--- config.mk ---
export PLATFORM = sky130hd
export DESIGN_NAME = store_buffer
export DESIGN_NICKNAME = d
export VERILOG_FILES = /design/src/rtl/store_buffer.sv
export SDC_FILE = /design/constraint.sdc
export NUM_CORES = 1
export LEC_CHECK = 0
export ABC_AREA = 1
export BUFFER_PORTS_ARGS = -buffer_cell sky130_fd_sc_hd__buf_2
export CORE_ASPECT_RATIO = 0.5
export CORE_MARGIN = 10
export CORE_UTILIZATION = 50
export CTS_CLUSTER_DIAMETER = 150
export DETAILED_ROUTE_END_ITERATION = 7
export HOLD_SLACK_MARGIN = 0.08
export PLACE_DENSITY = 0.84
export REMOVE_ABC_BUFFERS = 1
export SYNTH_ARGS = -nofsm -noshare
export SYNTH_HDL_FRONTEND = slang
export SYNTH_SLANG_ARGS = --single-unit
--- constraint.sdc ---
create_clock -name clk -period 4 [get_ports clk]
set_clock_uncertainty 0.1 [all_clocks]
set_input_delay 0.4 -clock clk [delete_from_list [all_inputs] [get_ports clk]]
set_output_delay 0.4 -clock clk [all_outputs]
set_load 0.05 [all_outputs]
--- src/rtl/store_buffer.sv ---
// ---------------------------------------------------------------------------
// store_buffer
//
// Posted-write buffer between the LSU data-bus master ports and the data
// memory ports. Stores are acked on entry and drained to memory in FIFO order
// by a small drain FSM. Loads go straight to memory unless their word address
// matches a pending store (or a store is being presented the same cycle). In
// that case the load waits until the conflicting entry has drained.
//
// Drain FSM states:
//   state   | meaning
//   --------+-----------------------------------------------------------
//   D_IDLE  | no write outstanding on the memory port, mem_w_we = 0
//   D_WRITE | head entry presented on mem_w_*, waiting for mem_w_ack
//
// Ports:
//   clk, reset               clock, synchronous active-high reset
//   up_w_we/addr/data/sel    LSU store request          -> up_w_ack
//   up_r_re/addr/sel         LSU load request           -> up_r_data/up_r_ack
//   mem_w_we/addr/data/sel   memory store request       <- mem_w_ack
//   mem_r_re/addr/sel        memory load request        <- mem_r_data/mem_r_ack
//   empty                    nothing pending and drain FSM idle
// ---------------------------------------------------------------------------
module store_buffer #(
  parameter int XLEN  = 32,
  parameter int DEPTH = 4
) (
  input  logic              clk,
  input  logic              reset,

  input  logic              up_w_we,
  input  logic [XLEN-1:0]   up_w_addr,
  input  logic [XLEN-1:0]   up_w_data,
  input  logic [XLEN/8-1:0] up_w_sel,
  output logic              up_w_ack,

  input  logic              up_r_re,
  input  logic [XLEN-1:0]   up_r_addr,
  input  logic [XLEN/8-1:0] up_r_sel,
  output logic [XLEN-1:0]   up_r_data,
  output logic              up_r_ack,

  output logic              mem_w_we,
  output logic [XLEN-1:0]   mem_w_addr,
  output logic [XLEN-1:0]   mem_w_data,
  output logic [XLEN/8-1:0] mem_w_sel,
  input  logic              mem_w_ack,

  output logic              mem_r_re,
  output logic [XLEN-1:0]   mem_r_addr,
  output logic [XLEN/8-1:0] mem_r_sel,
  input  logic [XLEN-1:0]   mem_r_data,
  input  logic              mem_r_ack,

  output logic              empty
);

  localparam int SEL_W = XLEN / 8;
  localparam int PTR_W = $clog2(DEPTH);
  localparam int CNT_W = PTR_W + 1;

  typedef enum logic [0:0] {
    D_IDLE  = 1'b0,
    D_WRITE = 1'b1
  } drain_state_e;

  // Entry storage. Not reset: validity comes from count/rd_ptr only.
  logic [XLEN-1:0]  ent_addr_q [DEPTH];
  logic [XLEN-1:0]  ent_data_q [DEPTH];
  logic [SEL_W-1:0] ent_sel_q  [DEPTH];

  logic [CNT_W-1:0] count_q,  count_d;
  logic [PTR_W-1:0] wr_ptr_q, wr_ptr_d;
  logic [PTR_W-1:0] rd_ptr_q, rd_ptr_d;
  drain_state_e     state_q,  state_d;
  logic             rd_busy_q, rd_busy_d;

  logic             full;
  logic             push;
  logic             pop;
  logic [CNT_W-1:0] count_after_pop;
  logic             addr_hit;
  logic             hazard;
  logic [PTR_W-1:0] offset;
  logic             mem_r_re_c;

  // -------------------------------------------------------------------------
  // Enqueue / pop bookkeeping
  // -------------------------------------------------------------------------
  always_comb begin
    full = (count_q == CNT_W'(DEPTH));
    push = up_w_we && !full;
    pop  = (state_q == D_WRITE) && mem_w_ack;

    count_d = count_q;
    case ({push, pop})
      2'b10:   count_d = count_q + CNT_W'(1);
      2'b01:   count_d = count_q - CNT_W'(1);
      default: count_d = count_q;
    endcase

    wr_ptr_d = push ? wr_ptr_q + PTR_W'(1) : wr_ptr_q;
    rd_ptr_d = pop  ? rd_ptr_q + PTR_W'(1) : rd_ptr_q;
  end

  // -------------------------------------------------------------------------
  // Drain FSM next state. The decision to stay in D_WRITE looks at the
  // occupancy after this cycle's pop (including a same-cycle push), so a
  // store arriving while the last entry drains keeps the port busy.
  // -------------------------------------------------------------------------
  always_comb begin
    count_after_pop = count_d;
    state_d         = state_q;
    case (state_q)
      D_IDLE: begin
        if (count_q != '0) state_d = D_WRITE;
      end
      D_WRITE: begin
        if (mem_w_ack && (count_after_pop == '0)) state_d = D_IDLE;
      end
      default: state_d = D_IDLE;
    endcase
  end

  // -------------------------------------------------------------------------
  // Load hazard detection. An entry at physical slot i is valid when its
  // distance from rd_ptr (mod DEPTH) is below count. The head being drained
  // is still valid until the edge that pops it.
  // -------------------------------------------------------------------------
  always_comb begin
    addr_hit = 1'b0;
    offset   = '0;
    for (int i = 0; i < DEPTH; i++) begin
      offset = PTR_W'(i) - rd_ptr_q;
      if (({1'b0, offset} < count_q) &&
          (ent_addr_q[i][XLEN-1:2] == up_r_addr[XLEN-1:2])) begin
        addr_hit = 1'b1;
      end
    end
    // A store presented this cycle wins over the load regardless of address.
    hazard = addr_hit || up_w_we;
  end

  // -------------------------------------------------------------------------
  // Read channel. Once a request has gone out it is held until the memory
  // acks, even if a conflicting store shows up meanwhile, so the memory
  // side never sees a request withdrawn.
  // -------------------------------------------------------------------------
  always_comb begin
    if (rd_busy_q) mem_r_re_c = 1'b1;
    else           mem_r_re_c = up_r_re && !hazard;

    rd_busy_d = rd_busy_q;
    if (rd_busy_q) begin
      if (mem_r_ack) rd_busy_d = 1'b0;
    end else if (mem_r_re_c && !mem_r_ack) begin
      rd_busy_d = 1'b1;
    end
  end

  // -------------------------------------------------------------------------
  // Control state
  // -------------------------------------------------------------------------
  always_ff @(posedge clk) begin
    if (reset) begin
      count_q   <= '0;
      wr_ptr_q  <= '0;
      rd_ptr_q  <= '0;
      state_q   <= D_IDLE;
      rd_busy_q <= 1'b0;
    end else begin
      count_q   <= count_d;
      wr_ptr_q  <= wr_ptr_d;
      rd_ptr_q  <= rd_ptr_d;
      state_q   <= state_d;
      rd_busy_q <= rd_busy_d;
    end
  end

  always_ff @(posedge clk) begin
    if (push) begin
      ent_addr_q[wr_ptr_q] <= up_w_addr;
      ent_data_q[wr_ptr_q] <= up_w_data;
      ent_sel_q[wr_ptr_q]  <= up_w_sel;
    end
  end

  // -------------------------------------------------------------------------
  // Outputs
  // -------------------------------------------------------------------------
  assign up_w_ack   = push;

  assign mem_w_we   = (state_q == D_WRITE);
  assign mem_w_addr = ent_addr_q[rd_ptr_q];
  assign mem_w_data = ent_data_q[rd_ptr_q];
  assign mem_w_sel  = ent_sel_q[rd_ptr_q];

  assign mem_r_re   = mem_r_re_c;
  assign mem_r_addr = up_r_addr;
  assign mem_r_sel  = up_r_sel;

  assign up_r_ack   = mem_r_re_c && mem_r_ack;
  assign up_r_data  = mem_r_data;

  assign empty      = (count_q == '0) && (state_q == D_IDLE);

endmodule

# ---- Word-level counts from Yosys, hierarchy flattened
# Memory sizes are Yosys's and may differ from the RTL's. A register that Yosys moved wholly into a read port is not among the register bits.
# Cells that the tools add are included.
dict set report totals {
  out_inout_bits 141
  ram_bits 272
  wordCells 66
  mem_count 3
  regBits 9
}
# name depth width rd rd_ports_with_merged_regs write_ports line
set memory_table {}
lappend memory_table {ent_addr_q 4 32 5 1 1 68} ;# logic [XLEN-1:0] ent_addr_q [DEPTH];
lappend memory_table {ent_data_q 4 32 1 1 1 69} ;# logic [XLEN-1:0] ent_data_q [DEPTH];
lappend memory_table {ent_sel_q 4 4 1 1 1 70} ;# logic [SEL_W-1:0] ent_sel_q [DEPTH];
dict set report op_classes {
  add_sub_neg 8
  eq_ne 7
  order_cmp 4
  reduce_logical 18
  bitwise 1
  mux 20
}
# operator count
set op_table {}
lappend op_table {{$eq A30 B30 Y1} 4}
lappend op_table {{$lt A2 B3 Y1} 4}
lappend op_table {{$mux W1} 12}
lappend op_table {{$mux W2} 6}
lappend op_table {{$logic_and A1 B1 Y1} 11}
lappend op_table {{$logic_not A3 Y1} 2}
lappend op_table {{$pmux W3 S2} 1}
lappend op_table {{$add A2 B1 Y2 const B} 2}
lappend op_table {{$sub A1 B2 Y2 const A} 2}
lappend op_table {{$sub A2 B2 Y2 const A} 2}
lappend op_table {{$add A3 B1 Y3 const B} 1}
lappend op_table {{$eq A3 B3 Y1 const B} 1}
lappend op_table {{$logic_not A1 Y1} 3}
lappend op_table {{$reduce_bool A3 Y1} 1}
lappend op_table {{$sub A3 B1 Y3 const B} 1}
lappend op_table {{$eq A2 B1 Y1 const B} 1}
lappend op_table {{$eq A2 B2 Y1 const B} 1}
lappend op_table {{$pmux W1 S2} 1}
lappend op_table {{$logic_or A1 B1 Y1} 1}
lappend op_table {{$not A1 Y1} 1}

# ---- Longest topological paths before layout
dict set report depth {
  word_depth 14
  ltp_mapped 12
  mapped_depth_nobuf 11
}

# ---- Worst setup path after synthesis
# OpenSTA, ideal clock, no wires.
dict set report synth_path {
  kind {reg-to-reg}
  start {register count_q[0]}
  end {memory ent_addr_q[0][0], enable pin}
  arrival_time_ns 4.560
  path_stages_with_launch 6
  slack_ns -1.155
  cell_sequence {dfxtp_1 buf_2 nor2_1 a21oi_1 inv_1 nor2_1}
}
dict set report synth_between {
  elab_chain_len 5
}
# item line
set synth_lines {}
lappend synth_lines {{from (decl)} 72} ;# logic [CNT_W-1:0] count_q, count_d;
lappend synth_lines {{from (signal assigned)} 172} ;# count_q <= count_d;
lappend synth_lines {{$eq A3 B3 Y1} 91} ;# full = (count_q == CNT_W'(DEPTH));
lappend synth_lines {{$logic_not A1 Y1} 92} ;# push = up_w_we && !full;
lappend synth_lines {{$logic_and A1 B1 Y1} 92}
lappend synth_lines {{named net up_w_ack} 35} ;# output logic up_w_ack,
lappend synth_lines {{$mux W1} 181} ;# if (push) begin
lappend synth_lines {{$mux W1 (implied by the code)} 182} ;# ent_addr_q[wr_ptr_q] <= up_w_addr;
lappend synth_lines {{to (decl)} 68}
# The timed path passes the listed nets, and every way through them passes these cells.

==> impl_metrics.tcl <==
set metrics [dict create \
    path_clk_slew_ns 0.07 \
    antenna_left 0 \
    hold_viol_final 0 \
    total_power_w 0.00822 \
    drt_iter0_drc 1251 \
    end_kind "primary output" \
    via_per_inst 5.43 \
    final_area_um2 15500 \
    place_area_um2 14000 \
    start_kind "register" \
    cts-buffers-inserted 26 \
    clock.fmax_mhz 306 \
    start_util_pct 51.4 \
    dp_hpwl_um 22200 \
    grt_usage_pct 19.7 \
    dieArea_um2 33500 \
    status "completed" \
    final_util_pct 60.8 \
    drc_errors 0 \
    grt_pass1_vias 9779 \
    drive_gt1_share_pct 18.1 \
    pin_count 283 \
    port_buffers 206 \
    worst-slew-pin-transition_ns 0.780 \
    clockBufferDepth 3 \
    peakVddDrop_v 0.000273 \
    drt-pass1-iter-count 8 \
    finalSetupTns_ns 0 \
    nets 1599 \
    drv_cap 0 \
    area_delta_synth_final_pct 18.4 \
    path_class "register to primary output" \
    ys_ff_latch 283 \
    gp_congestion 0.863 \
    grt_pass1_wl_um 53500 \
    fin_crit_sh_pct 81.6 \
    p_per_area_nw_per_um2 530 \
    num_vias 9835 \
    cts.sinks 283 \
    htreeDepth 1 \
    maxSlewViolCount 0 \
    routed_wl_um 34700 \
    antenna_found_initial 0 \
    globalRouteOverflowTotal 0 \
    layout_min_cycle_time_ns 3.26 \
    syn-cell-area_um2 13100 \
    wl_per_cell_um 19.2 \
    worstSkewPairLatency_ns 0.52 \
    syn_area_per_cell_um2 10.5 \
    crit_fanout 71 \
    p_leak_nw 6.25 \
    worst_hold_path_type "input pin to register" \
    grt_max_degree 72 \
    cts_tree "built" \
    die_w_um 249 \
    rows 41 \
    post_cts_buffers 0 \
    placeableCoreArea_um2 25500 \
    cts.root.buffer_cell "clkbuf_16" \
    arrival_ns 2.76 \
    syn_inst 1251 \
    required_ns 3.50 \
    rsz0062_at_grt "false" \
    die_height_um 134 \
    synth.yosys.seq_area_share_pct 64.0 \
    yosys_warnings 0 \
    slew_headroom_pct 48.0 \
    finalSetupViolCount 0 \
    synth.distinct_cells 28 \
]
-- worst max-delay path, cell delays in order (launching register included) --
cell	delay [ns]
dfxtp_4	0.65
buf_4	0.69
o21ai_0	0.21
o22ai_1	0.32
buf_2	0.33
-- worst paths after layout --
path	from	end	slack [ns]	cells after the start
setup / recovery	register	mem_w_addr[22]	0.74	4
setup reg to reg	count_q[0]$_SDFF_PP0_	ent_addr_q[2][21]$_DFFE_PP_	1.35	5
hold / removal	up_r_re	rd_busy_q$_SDFF_PP0_	0.16	5
hold reg to reg	rd_busy_q$_SDFF_PP0_	rd_busy_q$_SDFF_PP0_	0.38	2
-- sequential cells by signal, indices dropped and copies added, names as in the netlist, named ones only --
signal and cells:
count_q 3, ent_addr_q 128, ent_data_q 128, ent_sel_q 16
mem_w_we 1, rd_busy_q 1, rd_ptr_q 2, wr_ptr_q 2
-- synthesized netlist by cell type (all sizes together) --
cell / instances / share of area [%]
edfxtp: 272 / 62
clkbuf: 42 / 1.2
xnor2: 38 / 2.5
nor4: 1 / 0.048
a21oi: 66 / 2.5
dfxtp: 11 / 1.7
o22ai: 50 / 2.4
nor3: 4 / 0.15
nand2: 223 / 6.4
xor2: 16 / 1.1
nor2: 177 / 5.1
nand3: 14 / 0.57
inv: 106 / 3.0
a311oi: 1 / 0.067
buf: 76 / 4.2
a21boi: 1 / 0.057
or2: 8 / 0.38
ha: 9 / 0.86
fa: 1 / 0.15
nand4: 5 / 0.24
o21ai: 130 / 5.0
-- repair_timing --
item,4_1_cts,5_1_grt
gates resized for setup,0,0
setup endpoints to repair,0,0
hold buffers,70,0
endpoints found under the hold margin,279,0
-- where the power goes --
part	total, W	internal (W)	switching, W
registers	0.00364	0.00351	0.000129
clock network	0.00232	0.00127	0.00105
logic	0.00226	0.000553	0.00171
-- final cells by class --
class	count	area [um^2]
sequential	283	8390
multi-input combinational	744	3630
timing repair buffer	286	1870
fill	1854	9990
clock inverter	12	95.1
tap	344	430
inverter	106	400
clock buffer	35	684
antenna	1	2.50
-- cells in the final DEF, fill, tap and decap left out, drive strengths merged, types with 8 or more instances in the layout --
| master | instances |
|---|---|
| o21ai | 130 |
| or2 | 8 |
| o22ai | 50 |
| nand2 | 223 |
| clkinv | 11 |
| a21oi | 66 |
| clkbuf | 35 |
| ha | 9 |
| buf | 216 |
| xnor2 | 38 |
| dlygate4sd3 | 70 |
| dfxtp | 11 |
| nor2 | 177 |
| inv | 106 |
| edfxtp | 272 |
| nand3 | 14 |
| xor2 | 16 |
-- metal layers --
layer	GRT usage (%)	wire, um
met5	0.750	0
met3	4.13	3000
met2	36.1	17900
met4	6.20	964
met1	22.7	12900
-- through the flow --
step | std cells | hold WS [ns] | setup slack, ns
floorplan | 1133 | 0.351 | -1.15
global placement | 1693 | 0.361 | 1.40
detailed placement | 1693 | 0.370 | 1.34
CTS | 1810 | 0.145 | 0.787
global route | 1810 | 0.171 | 0.581
finish | 1811 | 0.163 | 0.736
-- cells by family (layout without fill, tap and decap cells) --
logic type | Yosys count | count (layout) | share of synthesized area (%)
AND/OR/NAND/NOR | 432 | 432 | 12.9
other | 0 | 1 | 0
flip-flops | 283 | 283 | 64.0
XOR/XNOR | 54 | 54 | 3.61
buffers and inverters | 224 | 439 | 8.49
AO/OA/AOI/OAI | 248 | 248 | 10.0
adder cells (fa/ha/maj) | 10 | 10 | 1.01
Power figures use the tool's default switching activity.
